===== src/rtl/control_sequencer.sv =====
// Hardwired Moore control unit: sequences fetch (T0-T2), decode (T3) and execute
// (T4-T6) strobes for register-register ALU, MUL and DIV instructions.
`timescale 1ns/1ps
module control_sequencer #(
  parameter int         CNT_W   = 16,
  parameter logic [4:0] OP_HALT = 5'b11011
) (
  input  logic             Clock,
  input  logic             Reset,
  input  logic             Start,
  input  logic             Stop,
  input  logic             Mem_ready,
  input  logic [31:0]      IR,
  output logic             PCout,
  output logic             MARin,
  output logic             IncPC,
  output logic             Zin,
  output logic             ZLOout,
  output logic             ZHIout,
  output logic             PCin,
  output logic             Read,
  output logic             MDRin,
  output logic             MDRout,
  output logic             IRin,
  output logic             Yin,
  output logic             HIin,
  output logic             LOin,
  output logic [15:0]      Rin,
  output logic [15:0]      Rout,
  output logic [4:0]       ALU_op,
  output logic             Run,
  output logic             Illegal,
  output logic [CNT_W-1:0] Instr_count
);

  localparam logic [3:0] S_IDLE = 4'd0;
  localparam logic [3:0] S_T0   = 4'd1;
  localparam logic [3:0] S_T1   = 4'd2;
  localparam logic [3:0] S_T1W  = 4'd3;
  localparam logic [3:0] S_T2   = 4'd4;
  localparam logic [3:0] S_T3   = 4'd5;
  localparam logic [3:0] S_T4   = 4'd6;
  localparam logic [3:0] S_T5   = 4'd7;
  localparam logic [3:0] S_T6   = 4'd8;
  localparam logic [3:0] S_HALT = 4'd9;

  localparam logic [4:0] OP_ADD = 5'b00011;
  localparam logic [4:0] OP_SUB = 5'b00100;
  localparam logic [4:0] OP_AND = 5'b00101;
  localparam logic [4:0] OP_OR  = 5'b00110;
  localparam logic [4:0] OP_MUL = 5'b01111;
  localparam logic [4:0] OP_DIV = 5'b10000;

  logic [3:0]       state_reg, state_next;
  logic [CNT_W-1:0] count_reg, count_next;
  logic [4:0]       op;
  logic [3:0]       ra, rb, rc;
  logic [15:0]      ra_hot, rb_hot, rc_hot;
  logic             is_alu, is_muldiv, is_halt;
  logic             unused_ir;

  assign op        = IR[31:27];
  assign ra        = IR[26:23];
  assign rb        = IR[22:19];
  assign rc        = IR[18:15];
  assign unused_ir = ^IR[14:0];

  assign is_alu    = (op == OP_ADD) || (op == OP_SUB) || (op == OP_AND) || (op == OP_OR);
  assign is_muldiv = (op == OP_MUL) || (op == OP_DIV);
  assign is_halt   = (op == OP_HALT) && !is_alu && !is_muldiv;

  genvar gi;
  generate
    for (gi = 0; gi < 16; gi++) begin : g_hot
      assign ra_hot[gi] = (ra == 4'(gi));
      assign rb_hot[gi] = (rb == 4'(gi));
      assign rc_hot[gi] = (rc == 4'(gi));
    end
  endgenerate

  // T1 is split so the PC update strobes fire only on the first cycle of a memory wait.
  always_comb begin
    state_next = state_reg;
    count_next = count_reg;
    case (state_reg)
      S_IDLE: if (Start) state_next = S_T0;
      S_T0:   state_next = S_T1;
      S_T1, S_T1W: state_next = Mem_ready ? S_T2 : S_T1W;
      S_T2:   state_next = S_T3;
      S_T3: begin
        if (is_alu || is_muldiv) state_next = S_T4;
        else if (is_halt)        state_next = S_HALT;
        else                     state_next = Stop ? S_IDLE : S_T0;
      end
      S_T4:   state_next = S_T5;
      S_T5: begin
        if (is_muldiv) begin
          state_next = S_T6;
        end else begin
          count_next = count_reg + CNT_W'(1);
          state_next = Stop ? S_IDLE : S_T0;
        end
      end
      S_T6: begin
        count_next = count_reg + CNT_W'(1);
        state_next = Stop ? S_IDLE : S_T0;
      end
      S_HALT: state_next = S_HALT;
      default: state_next = S_IDLE;
    endcase
  end

  always_ff @(posedge Clock) begin
    if (Reset) begin
      state_reg <= S_IDLE;
      count_reg <= '0;
    end else begin
      state_reg <= state_next;
      count_reg <= count_next;
    end
  end

  always_comb begin
    PCout = 1'b0; MARin = 1'b0; IncPC = 1'b0; Zin = 1'b0;
    ZLOout = 1'b0; ZHIout = 1'b0; PCin = 1'b0; Read = 1'b0;
    MDRin = 1'b0; MDRout = 1'b0; IRin = 1'b0; Yin = 1'b0;
    HIin = 1'b0; LOin = 1'b0; Rin = '0; Rout = '0;
    ALU_op = '0; Illegal = 1'b0;
    case (state_reg)
      S_T0: begin PCout = 1'b1; MARin = 1'b1; IncPC = 1'b1; Zin = 1'b1; end
      S_T1: begin ZLOout = 1'b1; PCin = 1'b1; Read = 1'b1; MDRin = 1'b1; end
      S_T1W: begin Read = 1'b1; MDRin = 1'b1; end
      S_T2: begin MDRout = 1'b1; IRin = 1'b1; end
      S_T3: begin
        if (is_alu) begin
          Rout = rb_hot; Yin = 1'b1;
        end else if (is_muldiv) begin
          Rout = ra_hot; Yin = 1'b1;
        end else if (!is_halt) begin
          Illegal = 1'b1;
        end
      end
      S_T4: begin
        Rout   = is_muldiv ? rb_hot : rc_hot;
        Zin    = 1'b1;
        ALU_op = op;
      end
      S_T5: begin
        ZLOout = 1'b1;
        if (is_muldiv) LOin = 1'b1;
        else           Rin  = ra_hot;
      end
      S_T6: begin ZHIout = 1'b1; HIin = 1'b1; end
      default: ;
    endcase
  end

  assign Run         = (state_reg != S_IDLE) && (state_reg != S_HALT);
  assign Instr_count = count_reg;

endmodule


===== config.mk =====
export PLATFORM = sky130hd
export DESIGN_NAME = control_sequencer
export DESIGN_NICKNAME = d
export VERILOG_FILES = /design/src/rtl/control_sequencer.sv
export SDC_FILE = /design/constraint.sdc
export NUM_CORES = 1
export LEC_CHECK = 0
export CAP_MARGIN = 20
export CORE_MARGIN = 10
export CORE_UTILIZATION = 42
export DETAILED_ROUTE_END_ITERATION = 16
export GPL_TIMING_DRIVEN = 0
export HOLD_SLACK_MARGIN = 0.1
export PLACE_DENSITY_LB_ADDON = 0.1
export SYNTH_ARGS = -nofsm -noshare
export SYNTH_HDL_FRONTEND = slang
export SYNTH_SLANG_ARGS = --single-unit

===== constraint.sdc =====
create_clock -name Clock -period 2.7 [get_ports Clock]
set_input_delay 0.54 -clock Clock [delete_from_list [all_inputs] [get_ports Clock]]
set_output_delay 0.54 -clock Clock [all_outputs]
set_load 0.01 [all_outputs]

; Yosys cells after proc, flatten, opt, wreduce, memory -nomap -nowiden
; Cells that the tools add are included.
[totals]
register_bits = 20
in_bits = 37
word_cells = 118
[classes]
add_sub_neg = 1
eq_ne = 64
mux = 31
reduce_logical = 20
[ops]
columns = operator, count
row1 = "== test 4 bit, second input constant", 26
row2 = two-way mux 16 bit, 6
row3 = "== test 4 x 3 -> 1 bit, second input constant", 16
row4 = case mux 16 bit (2 select lines), 2
row5 = case mux 4 bit (9 select lines), 1
row6 = "== test 4 x 2 -> 1 bit, second input constant", 8
row7 = "adder 16 x 1 -> 16 bit, second input constant", 1
row8 = "== test 4 x 1 -> 1 bit, second input constant", 4
row9 = zero test 4 bit, 4
row10 = two-way mux 1 bit, 16
row11 = two-way mux 4 bit, 4
row12 = "== test 5 x 3 -> 1 bit, second input constant", 3
row13 = "== test 5 bit, second input constant", 2
row14 = OR reduction 2 bit, 3
row15 = "== test 5 x 2 -> 1 bit, second input constant", 1
row16 = "== test 5 x 4 -> 1 bit, second input constant", 1
row17 = logical OR 1 bit, 5
row18 = two-way mux 5 bit, 1
row19 = "inequality test 2 bit, second input constant", 2
row20 = "inequality test 4 bit, second input constant", 1
row21 = nonzero test 4 bit, 1
row22 = logical AND 1 bit, 3
row23 = two-way mux 3 bit, 1
row24 = zero test 1 bit, 2
row25 = 2 further kinds, 2

; Longest topological paths before layout
; Gate-level depths: netlist of the first run.
[logic_depth]
ltp_word = 11
depth_mapped = 8
depth_no_buf = 6

; Least setup slack after synthesis of the first run
; Ideal clock, no wire load.
[synth_timing]
kind = input port to output port
start = input IR[29]
end = output Rout[4]
arrival_ns = 2.041
setup_slack_ns = 0.119
cell_stages = 7
path_buffers = 2
cell_sequence = or4b_4 o22a_1 buf_6 buf_8 nor4_2 a31oi_1 o22ai_1
[synth_via]
elab_chain_len = 6
[synth_rtl]
columns = element, line
row1 = start: declaration, 13  ; input logic [31:0] IR,
row2 = == test 5 x 2 -> 1 bit / == test 5 x 3 -> 1 bit (equally long branches), 68  ; assign is_alu = (op == OP_ADD) || (op == OP_SUB) || (op == OP_AND) || (op == OP_OR);
row3 = logical OR 1 bit (3 in a row), 68
row4 = two-way mux 16 bit, 135  ; if (is_alu) begin
row5 = case mux 16 bit (2 select lines) (*), 129  ; case (state_reg)
row6 = end: declaration, 29  ; output logic [15:0] Rout,
; Mark *: on every way between the ends. The rest lies on a longest branch, timed or not.

; Worst setup path after layout of the first run
; Ends and elaborated chain as after synthesis.

==> results.sh, run 1 <==
export IMPL_status="finished with violations"
export IMPL_failed_checks="setup timing"
export IMPL_cap_violations=0
export IMPL_most_common_layout_cells="nor2_1, clkdlybuf4s50_1, buf_2, a21oi_1, dfxtp_1"
export IMPL_fin_worst_skew_ps=3.98
export IMPL_min_period_ps=2850
export IMPL_fin_nets=455
export IMPL_cts_tree="built"
export IMPL_rsz0062_at_grt="true"
export IMPL_synthFlopType="dfxtp_1"
export IMPL_power_density_nw_per_um2=255
export IMPL_fin_ws_ps=-152
export IMPL_max_freq_mhz=351
export IMPL_setup_viol=16
export IMPL_io_pins=106
export IMPL_netlist_area_leader_share_pct=17.8
export IMPL_die_y_um=93.2
export IMPL_final_common_cell="nor2_1"
export IMPL_whs_endpoint="Instr_count[13]$_SDFFE_PP0P_"
export IMPL_drive_gt1_share_pct=31.5
export IMPL_clk_latency_ps=270
export IMPL_tightestPinTransition_ps=614
export IMPL_first_pass_iters=5
export IMPL_initial_core_util_pct=43.8
export IMPL_period_share_pct=106
export IMPL_hold_viol=0
export IMPL_peakVddDrop_mv=0.168
export IMPL_grt_overflow=0
export IMPL_hold_start="Instr_count[13]$_SDFFE_PP0P_"
export IMPL_slew_violations=0
export IMPL_vias=2942
export IMPL_grt_max_degree=13
export IMPL_drt_drc_violations_left=0
export IMPL_gp_congestion=0.913
export IMPL_areaGrowthSynthToFinish_pct=54.6
export IMPL_reg2reg_depth=7
export IMPL_hold_class="reg2reg"
export IMPL_synthArstFlopShare_pct=0
export IMPL_path_clk_slew_ps=80
export IMPL_end_kind="primary output"
export IMPL_grt_pass1_wl_mm=13.7
export IMPL_yosysWarnings=0
export IMPL_routed_wl_mm=9.04
export IMPL_post_place_ws_ps=-969
export IMPL_cp_max_fo=7
export IMPL_syn_area_sq_um=2250
export IMPL_drtIter0Drc=257
export IMPL_rows=26
export IMPL_syn_inst=319
export IMPL_clockBufferDepth=2
export IMPL_critPathRequiredTime_ps=2160
export IMPL_crit_path_start_kind="primary input"
export IMPL_yosysTopAreaCell="dfxtp_1"
export IMPL_design_area_sq_um=3480
export IMPL_r2r_start="state_reg[1]$_SDFFE_PP0P_"
export IMPL_hold_path_depth=2
export IMPL_ant_nets=0
export IMPL_r2r_slack_ps=790
export IMPL_synthesis_nets=357
export IMPL_cts_max_level=1
export IMPL_antenna_cells=0
export IMPL_routedWlPerCell_um=18.6
export IMPL_worstSetupPathType="in2out"
export IMPL_clock_sinks=20
export IMPL_hold_slack_ps=555
export IMPL_place_hpwl_mm=6.08
export IMPL_yosysSeqAreaShare_pct=17.8
export IMPL_dieArea_sq_um=8690
export IMPL_ys_types=60
export IMPL_n_fill_cell=462
export IMPL_cellLeakagePower_nw=1.31
export IMPL_ctsRootBufferMaster="clkbuf_8"
export IMPL_grtUsageTotal_pct=18.5
export IMPL_dpl_instance_area_sq_um=3170
export IMPL_ys_ff_latch=20
export IMPL_grt_pass1_vias=2705
export IMPL_core_sq_um=5140
export IMPL_crit_arrival_ps=2310
export IMPL_synth_edf_count=0
export IMPL_rr_endpoint="Instr_count[15]$_SDFFE_PP0P_"
export IMPL_antenna_found_initial=0
export IMPL_synth_area_top_cells="dfxtp_1, nor2_1, nor3_1"
export IMPL_via_per_inst=6.05
export IMPL_numCtsBuffers=3
export IMPL_numPortBuffers=83
export IMPL_avgSynthCellArea_sq_um=7.06
export IMPL_largest_reg_flops=16
export IMPL_p_total_mw=0.889
export IMPL_fp_dieW_um=93.2
export IMPL_relSlewSlack_pct=58.6
==> worst max path at each step <==
| stage | to | startpoint | slack, ps |
|---|---|---|---|
| 3_3_place_gp | Rout[12] | IR[29] | -1000 |
| 2_1_floorplan | Rout[4] | IR[29] | 120 |
| 4_1_cts | Rout[11] | IR[29] | -80 |
| 5_1_grt | Rout[14] | IR[29] | -180 |
| 3_5_place_dp | Rout[12] | IR[29] | -970 |
| 6_report | Rout[4] | IR[29] | -150 |
==> where the power goes <==
part	internal, mW	switching (mW)
logic	0.119	0.160
registers	0.299	0.00136
clock network	0.198	0.111
total	0.616	0.273
==> metrics by stage <==
stage | TNS [ps] | std cells | util (%)
final | -1170 | 486 | 67.7
after global routing | -1580 | 486 | 67.7
after CTS | -447 | 486 | 66.3
after detailed placement | -25910 | 472 | 61.7
after global placement | -25810 | 472 | 61.7
after floorplan | 0 | 319 | -
==> repair_timing <==
action                                 in CTS  in global routing
pin swaps                                  30                  9
resized for setup                         158                 43
endpoints found under the hold margin       0                  0
hold buffers                                0                  0
cloned                                      4                  1
setup endpoints to repair                  36                 37
buffers inserted                            6                  0
==> synth_stat cells (all sizes together), types with 2 or more instances <==
cell type   n
a211oi      3
a21oi      24
a31oi       9
a41oi       6
and2        5
and2b       2
and3        3
and4        3
buf        18
clkbuf     17
dfxtp      20
inv         2
mux2        2
nand2      15
nand2b     14
nand3       8
nand4       3
nor2       56
nor2b       4
nor3       28
nor3b       2
nor4       12
o2111ai     5
o211ai      2
o21ai       5
o22ai      16
or2         3
or2b        3
xnor2       6
xor2        7
==> area by class of cell <==
cell class	count	area (sq um)	area share, %
clock buffer	3	41.3	1.19
inverter	3	12.5	0.359
timing repair buffer	93	778	22.3
buffer	35	285	8.19
multi-input combinational	261	1850	53.0
tap	70	87.6	2.52
sequential	20	400	11.5
clock inverter	1	30.0	0.862
==> per-layer routing <==
metal  global-route usage [%]  routed length [um]
met1                     23.2                3650
met2                     31.2                4340
met3                     4.80                 897
met4                     3.08                 148
met5                        0                   0
==> cell families (layout without fill, tap and decap cells) <==
kind of cell	after synthesis	count (layout)	share of synthesized area (%)
buffers and inverters	39	135	12.4
adders and majority gates	1	1	0.555
DFF	20	20	17.8
muxes	3	3	1.61
AOI/OAI and AO/OA	77	77	23.5
xor gates and xnor gates	13	13	5.06
and+or+nand+nor	166	167	39.1
==> worst max-delay path, stage by stage <==
cell and delay [ps]:
buf_8 90, or4b_4 530, o22a_1 240, buf_6 170, buf_12 150, nor4_4 130
a31oi_1 100, o22ai_1 180, buf_2 170
Power figures use the tool's default switching activity.
==> run 2, diff against run 1 <==
REMOVE_ABC_BUFFERS = 1   (was unset)
==> results.sh, run 2 (synthesis gave the netlist of run 1 again) <==
export IMPL_drt_drc_violations_left=0
export IMPL_clk_latency_ps=260
export IMPL_cap_violations=0
export IMPL_fp_dieW_um=93.2
export IMPL_cellLeakagePower_nw=1.23
export IMPL_failed_checks="setup timing"
export IMPL_drive_gt1_share_pct=28.2
export IMPL_largest_reg_flops=16
export IMPL_dpl_instance_area_sq_um=2990
export IMPL_routedWlPerCell_um=17.8
export IMPL_slew_violations=0
export IMPL_rows=26
export IMPL_drtIter0Drc=151
export IMPL_fin_ws_ps=-73.3
export IMPL_max_freq_mhz=361
export IMPL_post_place_ws_ps=-1410
export IMPL_p_int_mw=0.601
export IMPL_dieArea_sq_um=8690
export IMPL_clkPwrFrac_pct=35.5
export IMPL_ctsRootBufferMaster="clkbuf_8"
export IMPL_peakVddDrop_mv=0.172
export IMPL_setup_viol=11
export IMPL_n_fill_cell=473
export IMPL_hold_viol=0
export IMPL_status="finished with violations"
export IMPL_path_clk_slew_ps=90
export IMPL_tightestPinTransition_ps=722
export IMPL_switchingPower_mw=0.257
export IMPL_swShare_pct=29.9
export IMPL_gp_congestion=0.911
export IMPL_p_seq_share_pct=36.1
export IMPL_crit_arrival_ps=2230
export IMPL_initial_core_util_pct=43.8
export IMPL_die_y_um=93.2
export IMPL_ctsHoldBuffers=0
export IMPL_fin_worst_skew_ps=9.29
export IMPL_relSlewSlack_pct=51.7
export IMPL_hold_class="reg2reg"
export IMPL_min_period_ps=2770
export IMPL_cp_max_fo=7
export IMPL_end_kind="primary output"
export IMPL_grt_pass1_wl_mm=13.2
export IMPL_fin_nets=436
export IMPL_most_common_layout_cells="nor2_1, clkdlybuf4s50_1, a21oi_1, dlygate4sd2_1"
export IMPL_fin_tns_setup_ps=-247
export IMPL_crit_path_start_kind="primary input"
export IMPL_vias=2745
export IMPL_ant_nets=0
export IMPL_place_hpwl_mm=5.53
export IMPL_routed_wl_mm=8.32
export IMPL_core_sq_um=5140
export IMPL_grt_max_degree=33
export IMPL_first_pass_iters=5
export IMPL_numPortBuffers=90
export IMPL_cts_max_level=1
export IMPL_cts_tree="built"
export IMPL_worstSetupPathType="in2out"
export IMPL_finalNonFillerCells=468
export IMPL_antenna_found_initial=1
export IMPL_rsz0062_at_grt="true"
export IMPL_areaGrowthSynthToFinish_pct=53.3
export IMPL_clock_sinks=20
export IMPL_power_density_nw_per_um2=248
export IMPL_numCtsBuffers=3
export IMPL_clockBufferDepth=2
export IMPL_grt_overflow=0
export IMPL_io_pins=106
export IMPL_via_per_inst=5.87
export IMPL_design_area_sq_um=3450
export IMPL_critPathRequiredTime_ps=2160
export IMPL_grtUsageTotal_pct=18.0
export IMPL_dp_cells=444
export IMPL_grt_pass1_vias=2580
export IMPL_power_frac_comb_pct=28.4
export IMPL_period_share_pct=103
export IMPL_final_common_cell="nor2_1"
-- run 2: layout make-up --
class | count | area [sq um] | share of cell area [%]
clock buffer | 3 | 41.3 | 1.20
multi-input combinational | 261 | 1880 | 54.4
inverter | 3 | 11.3 | 0.326
timing repair buffer | 109 | 998 | 28.9
sequential | 20 | 403 | 11.7
antenna | 1 | 2.50 | 0.0725
clock inverter | 1 | 30.0 | 0.870
tap | 70 | 87.6 | 2.54
-- run 2: worst paths after layout --
kind,end,start,cells past startpoint,slack [ps]
max,Rout[12],IR[28],7,-70
min,Instr_count[5]$_SDFFE_PP0P_,Instr_count[5]$_SDFFE_PP0P_,2,550
max reg2reg,Instr_count[15]$_SDFFE_PP0P_,state_reg[2]$_SDFFE_PP0P_,6,760
min reg2reg,Instr_count[5]$_SDFFE_PP0P_,Instr_count[5]$_SDFFE_PP0P_,2,550
-- run 2: critical path: stages --
cell and delay, ps:
buf_8 90, or4b_4 580, o22a_4 320, nor4_2 260, a41oi_2 80, o22ai_2 190
buf_2 170
-- run 2: metrics by stage --
stage	util, %	hold slack [ps]	power, mW
finish	67.2	548	0.858
global route	67.2	567	0.896
CTS	65.8	550	0.851
detailed placement	58.2	528	0.525
global placement	57.8	513	0.519
floorplan	-	535	0.408
-- run 2: power by group through the flow --
stage	Combinational [mW]	Sequential [mW]	Clock, mW
final	0.243	0.310	0.305
after CTS	0.236	0.309	0.306
after global placement	0.205	0.315	0
after global routing	0.262	0.311	0.323
after detailed placement	0.210	0.315	0
after floorplan	0.0958	0.312	0
-- run 2: what timing repair did --
item,in CTS,in global routing
resized for setup,165,18
cloned,1,0
endpoints found under the setup margin,40,27
pin swaps,34,10
buffers inserted,17,1
-- run 2: per-layer routing --
metal	share of wire (%)	vias up	GRT usage, %
met5	0	-	0
met4	2.0	0	6.04
met3	8.1	14	4.48
met2	48	121	29.1
met1	42	1282	22.7
li1	-	1328	-
